**config.mk**
```make
export PLATFORM = sky130hd
export DESIGN_NAME = ks_wide_seq_adder
export DESIGN_NICKNAME = d
export VERILOG_FILES = /design/src/rtl/ks_pkg.sv /design/src/rtl/ks_add16.sv /design/src/rtl/ks_wide_seq_adder.sv
export SDC_FILE = /design/constraint.sdc
export NUM_CORES = 1
export LEC_CHECK = 0
export CORE_MARGIN = 3
export CORE_UTILIZATION = 56
export DETAILED_ROUTE_END_ITERATION = 10
export PLACE_DENSITY = 0.84
export SYNTH_ARGS = -nofsm -noshare
export SYNTH_HDL_FRONTEND = slang
export SYNTH_HIERARCHICAL = 1
export SYNTH_SLANG_ARGS = --single-unit
```
**constraint.sdc**
```tcl
create_clock -name clk -period 5.4 [get_ports clk]
set_input_delay 1.62 -clock clk [delete_from_list [all_inputs] [get_ports clk]]
set_output_delay 1.62 -clock clk [all_outputs]
set_load 0.1 [all_outputs]
```
**src/rtl/ks_pkg.sv**
```systemverilog
// Shared constants, FSM state type and sizing helper for the sequential wide adder.
package ks_pkg;

    localparam int SLICE_W = 16;

    typedef enum logic [1:0] {
        IDLE = 2'd0,
        RUN  = 2'd1,
        DONE = 2'd2
    } state_t;

    function automatic int cnt_width(input int n);
        return (n <= 1) ? 1 : $clog2(n);
    endfunction

endpackage

```
**src/rtl/ks_add16.sv**
```systemverilog
// 16-bit Kogge-Stone adder with carry-in, purely combinational.
import ks_pkg::*;

module ks_add16 (
    input  logic [SLICE_W-1:0] a,
    input  logic [SLICE_W-1:0] b,
    input  logic               cin,
    output logic [SLICE_W-1:0] sum,
    output logic               cout
);

    localparam int LEVELS = $clog2(SLICE_W);

    logic [LEVELS:0][SLICE_W-1:0] g;
    logic [LEVELS:0][SLICE_W-1:0] p;
    logic [SLICE_W-1:0]           c;

    assign g[0] = a & b;
    assign p[0] = a ^ b;

    for (genvar l = 0; l < LEVELS; l++) begin : g_lvl
        localparam int D = 1 << l;
        for (genvar i = 0; i < SLICE_W; i++) begin : g_bit
            if (i >= D) begin : g_op
                assign g[l+1][i] = g[l][i] | (p[l][i] & g[l][i-D]);
                assign p[l+1][i] = p[l][i] & p[l][i-D];
            end else begin : g_pass
                assign g[l+1][i] = g[l][i];
                assign p[l+1][i] = p[l][i];
            end
        end
    end

    // Group terms span bit 0 upward, so folding cin in gives every carry directly.
    assign c    = g[LEVELS] | (p[LEVELS] & {SLICE_W{cin}});
    assign sum  = p[0] ^ {c[SLICE_W-2:0], cin};
    assign cout = c[SLICE_W-1];

endmodule

```
**src/rtl/ks_wide_seq_adder.sv**
```systemverilog
// Wide adder processing one 16-bit slice per cycle through a shared Kogge-Stone core.
// Optional macro KS_WIDE_CIN_EN adds a cin port used as slice-0 carry-in.
import ks_pkg::*;

module ks_wide_seq_adder #(
    parameter int NUM_SLICES = 4
) (
    input  logic                          clk,
    input  logic                          rst_n,
    input  logic                          in_valid,
    output logic                          in_ready,
    input  logic [SLICE_W*NUM_SLICES-1:0] a,
    input  logic [SLICE_W*NUM_SLICES-1:0] b,
`ifdef KS_WIDE_CIN_EN
    input  logic                          cin,
`endif
    output logic                          out_valid,
    input  logic                          out_ready,
    output logic [SLICE_W*NUM_SLICES-1:0] sum,
    output logic                          cout
);

    localparam int W  = SLICE_W * NUM_SLICES;
    localparam int CW = cnt_width(NUM_SLICES);

    state_t               state;
    logic [W-1:0]         a_r;
    logic [W-1:0]         b_r;
    logic [CW-1:0]        cnt;
    logic                 carry;
    logic [SLICE_W-1:0]   a_sl;
    logic [SLICE_W-1:0]   b_sl;
    logic [SLICE_W-1:0]   s_sum;
    logic                 s_cout;
    logic                 cin0;

`ifdef KS_WIDE_CIN_EN
    assign cin0 = cin;
`else
    assign cin0 = 1'b0;
`endif

    always_comb begin
        a_sl = '0;
        b_sl = '0;
        for (int i = 0; i < NUM_SLICES; i++) begin
            if (cnt == CW'(i)) begin
                a_sl = a_r[i*SLICE_W +: SLICE_W];
                b_sl = b_r[i*SLICE_W +: SLICE_W];
            end
        end
    end

    ks_add16 u_add (
        .a    (a_sl),
        .b    (b_sl),
        .cin  (carry),
        .sum  (s_sum),
        .cout (s_cout)
    );

    always_ff @(posedge clk) begin
        if (!rst_n) begin
            state     <= IDLE;
            a_r       <= '0;
            b_r       <= '0;
            cnt       <= '0;
            carry     <= 1'b0;
            sum       <= '0;
            cout      <= 1'b0;
            out_valid <= 1'b0;
            in_ready  <= 1'b1;
        end else begin
            case (state)
                IDLE: begin
                    if (in_valid) begin
                        a_r      <= a;
                        b_r      <= b;
                        cnt      <= '0;
                        carry    <= cin0;
                        cout     <= 1'b0;
                        in_ready <= 1'b0;
                        state    <= RUN;
                    end
                end
                RUN: begin
                    for (int i = 0; i < NUM_SLICES; i++) begin
                        if (cnt == CW'(i)) begin
                            sum[i*SLICE_W +: SLICE_W] <= s_sum;
                        end
                    end
                    carry <= s_cout;
                    cnt   <= cnt + 1'b1;
                    if (cnt == CW'(NUM_SLICES - 1)) begin
                        cout      <= s_cout;
                        out_valid <= 1'b1;
                        state     <= DONE;
                    end
                end
                DONE: begin
                    if (out_ready) begin
                        out_valid <= 1'b0;
                        in_ready  <= 1'b1;
                        state     <= IDLE;
                    end
                end
                default: begin
                    out_valid <= 1'b0;
                    in_ready  <= 1'b1;
                    state     <= IDLE;
                end
            endcase
        end
    end

endmodule

```
==> results.rst <==
.. list-table::
   :header-rows: 1

   * - Metric
     - Value
   * - Proportion of synthesized chip area in sequential cells
     - 41.89%
   * - Y dimension of the die
     - 136.6 µm
   * - Drt pass-1 iters
     - 5
   * - Worst-skew pair later-pin latency
     - approximately 0.43 ns
   * - Wire length of the first global-routing pass
     - 42360 µm
   * - Yosys warning count
     - 6
   * - Data required time at the worst endpoint
     - 5.76 ns
   * - Fmax
     - 242.0 MHz
   * - Clock sink count
     - 200
   * - Hold buffer count at CTS
     - 0
   * - Maximum number of pins on one net before global-route repair
     - about 120
   * - Maximum vdd drop
     - 0.0002503 V
   * - Final-report setup violation count
     - 0
   * - Total routed wirelength
     - 27210 µm
   * - Max-slew headroom at the worst pin
     - 29.03%
   * - Critical path launch point type
     - flip-flop
   * - Worst min path class
     - flip-flop to flip-flop
   * - Reported max-cap violation count
     - 0
   * - Pins Over Slew Limit
     - 0
   * - Area of the mapped netlist
     - 0.009558 mm²
   * - Crit share post-route
     - 76.52%
   * - Drt initial violations
     - 642
   * - Run status
     - completed
   * - Global route overflow
     - 0
   * - Worst setup EP type
     - flip-flop
   * - Post-layout utilization of the core
     - 72.48%
   * - Crit Reg-Reg Startpoint
     - cnt[0]
   * - Fin Clk Skew
     - just under 0.008 ns
   * - Synth Instances
     - around 1200
   * - Largest fanout on the critical path
     - 50
   * - TritonCTS clock tree
     - yes
   * - Last weighted congestion value of the routability-driven placer
     - 0.9587
   * - Beginning of the worst hold path
     - sum[58]
   * - Total via count in the routed design
     - approximately 8800
   * - Category of the most critical setup path
     - flip-flop to flip-flop
   * - Clock Path Buffers
     - 2
   * - Std-Cell Rows
     - 47
   * - Mean instance size in the synthesized netlist
     - 7.783 µm²
   * - Number of gates resized after CTS
     - 0
   * - Number of endpoints with negative hold slack in the final report
     - 0
   * - Area of the die
     - 0.01867 mm²
   * - Post-CTS setup buffers
     - 0
   * - Proportion of layout cells with a drive suffix above 1
     - roughly 3.6%
   * - Source of the critical timing path
     - cnt[0]
   * - Count of state elements after synthesis
     - 200
   * - Routed wire per std cell
     - 17.09 µm
   * - Initial Util
     - 57.43%
   * - Post-Synthesis Net Count
     - 1381
   * - Final TNS setup
     - 0 ns
   * - Setup repair after global routing missed its margin
     - false
   * - Final antenna diode count
     - 0
   * - Core Region
     - about 0.017 mm²
   * - I/O pin total
     - 199
   * - PD cells
     - 301.1 mW/mm²
   * - H-tree lvl count
     - 4
   * - DRC violation count after routing
     - 0
   * - CTS clk-pin slew, worst paths
     - 0.07 ns
   * - Antenna violations before repair
     - 0
   * - Number of unique standard cell types used by synthesis
     - between 50 and 60
   * - Average via count per standard cell
     - 5.505
   * - Period minus WS final
     - roughly 4.1 ns
   * - Clk Tree Root Cell
     - clkbuf_16
   * - Fill count
     - 1356
   * - Net count, final
     - 1512
   * - Horizontal die dimension
     - 136.6 µm
   * - P&R area growth vs syn
     - 26.19%
   * - Overall global routing resource usage
     - 29.05%
   * - Data arrival at the endpoint of the critical path
     - 4.49 ns
   * - Cts bufs inserted
     - 17
   * - Antenna-violating nets left
     - 0
   * - LEAKAGE
     - 4.376 nW
   * - Worst-margin pin slew
     - 1.061 ns
   * - Number of global-route vias before repair
     - 8187
   * - Final HPWL DP
     - ~20000 µm
   * - I/O Buffers
     - 198
## Yosys cell counts, drive strengths merged
cell / instances / area share, %
nand2: 428 / 17
dfxtp: 200 / 42
a21boi: 195 / 15
a21oi: 81 / 4.2
buf: 49 / 3.3
o21ai: 48 / 2.6
clkbuf: 46 / 1.9
inv: 43 / 1.7
a22o: 32 / 2.9
ha: 20 / 2.6
nor2: 14 / 0.55
xnor2: 8 / 0.73
nand3: 7 / 0.37
a21o: 5 / 0.39
and3b: 4 / 0.37
nand3b: 4 / 0.35
o211ai: 4 / 0.37
a211oi: 3 / 0.29
nor3: 3 / 0.16
o21a: 3 / 0.24
xor2: 3 / 0.27
a41oi: 2 / 0.26
and2: 2 / 0.13
nand2b: 2 / 0.13
nand4: 2 / 0.13
nor2b: 2 / 0.13
nor3b: 2 / 0.21
or3: 2 / 0.13
a2111o: 1 / 0.12
a221o: 1 / 0.10
a311o: 1 / 0.10
a311oi: 1 / 0.092
a31o: 1 / 0.092
and4: 1 / 0.10
fa: 1 / 0.21
mux2i: 1 / 0.10
o2111ai: 1 / 0.092
o21ba: 1 / 0.10
o221ai: 1 / 0.092
o31a: 1 / 0.092
o41ai: 1 / 0.17
or3b: 1 / 0.092
## through the flow
step | cells | power [mW] | area (µm²) | hold WS (ns) | worst slack [ns]
after floorplan | 1228 | 2.065 | 9558 | 0.4351 | 2.299
after detailed placement | 1560 | 2.309 | 11440 | 0.4452 | 1.312
after global routing | 1592 | 3.761 | 12060 | 0.4737 | 0.9113
after CTS | 1592 | 3.639 | 12060 | 0.4549 | 1.281
after global placement | 1560 | 2.305 | 11440 | 0.4399 | 1.376
final | 1592 | 3.632 | 12060 | 0.4535 | 1.268
## routing by layer
layer | vias up | share of wire [%] | track usage, %
li1 | 4345 | - | -
met1 | 4068 | 45 | 40.38
met2 | 308 | 46 | 45.40
met3 | 43 | 6.4 | 5.588
met4 | 0 | 2.7 | 9.854
met5 | - | 0 | 0
## cell type report
class	count	area [µm²]	area share (%)
clock buffers	23	457.9	3.797
clock inverters	9	163.9	1.359
multi-input cells	890	4915	40.75
flip-flops and latches	200	4004	33.19
repair buffers	207	2085	17.28
well taps	220	275.3	2.282
inverters	43	161.4	1.338
## power breakdown
| group | total [mW] | internal [mW] | switching (mW) | leakage (nW) |
|---|---|---|---|---|
| logic | 0.693 | 0.259 | 0.434 | 2.45 |
| registers | 1.59 | 1.55 | 0.0451 | 1.63 |
| clock network | 1.35 | 0.794 | 0.553 | 0.294 |
## cells in the final DEF (no fill, tap or decap), types with 4 or more instances in the layout
cell             count
nand2_1            428
dfxtp_1            200
clkdlybuf4s50_1    197
a21boi_1           108
a21boi_0            87
a21oi_1             81
o21ai_0             45
inv_1               43
a22o_1              32
ha_1                17
clkbuf_16           17
nor2_1              14
xnor2_1              8
nand3_1              7
buf_4                7
clkbuf_1             5
a21o_1               5
and3b_1              4
bufinv_16            4
## registers in the layout, indices dropped and copies added, names as in the netlist
name,flops
a_r,64
out_valid,1
carry,1
b_r,64
state,2
in_ready,1
cout,1
cnt,2
sum,64
## cells by family after synthesis
family	after synthesis	synth area share (%)
multiplexers	1	0.1047
AND/OR/NAND/NOR	474	19.66
flip-flops	200	41.89
AO/OA/AOI/OAI	383	27.65
adder cells (fa/ha/maj)	21	2.828
buffers and inverters	138	6.860
XOR/XNOR	11	1.008
## final timing paths
check,slack (ns),end,cells after the start
max,1.27,sum[41],13
min,0.45,sum[58],2
max reg2reg,1.27,sum[41],13
min reg2reg,0.45,sum[58],2
## worst max-delay path, stage by stage (launching register included)
cell and delay, ns:
dfxtp_1 0.34, inv_1 0.11, ha_2 0.84, buf_4 0.37
a21oi_1 0.10, a22o_1 0.24, ha_1 0.33, o21ai_0 0.17
o21ba_2 0.28, o21ai_1 0.34, o41ai_2 0.13, xnor2_1 0.53
nand2_1 0.10, a21boi_0 0.16
Note: power is estimated with default switching activity, not from simulation.
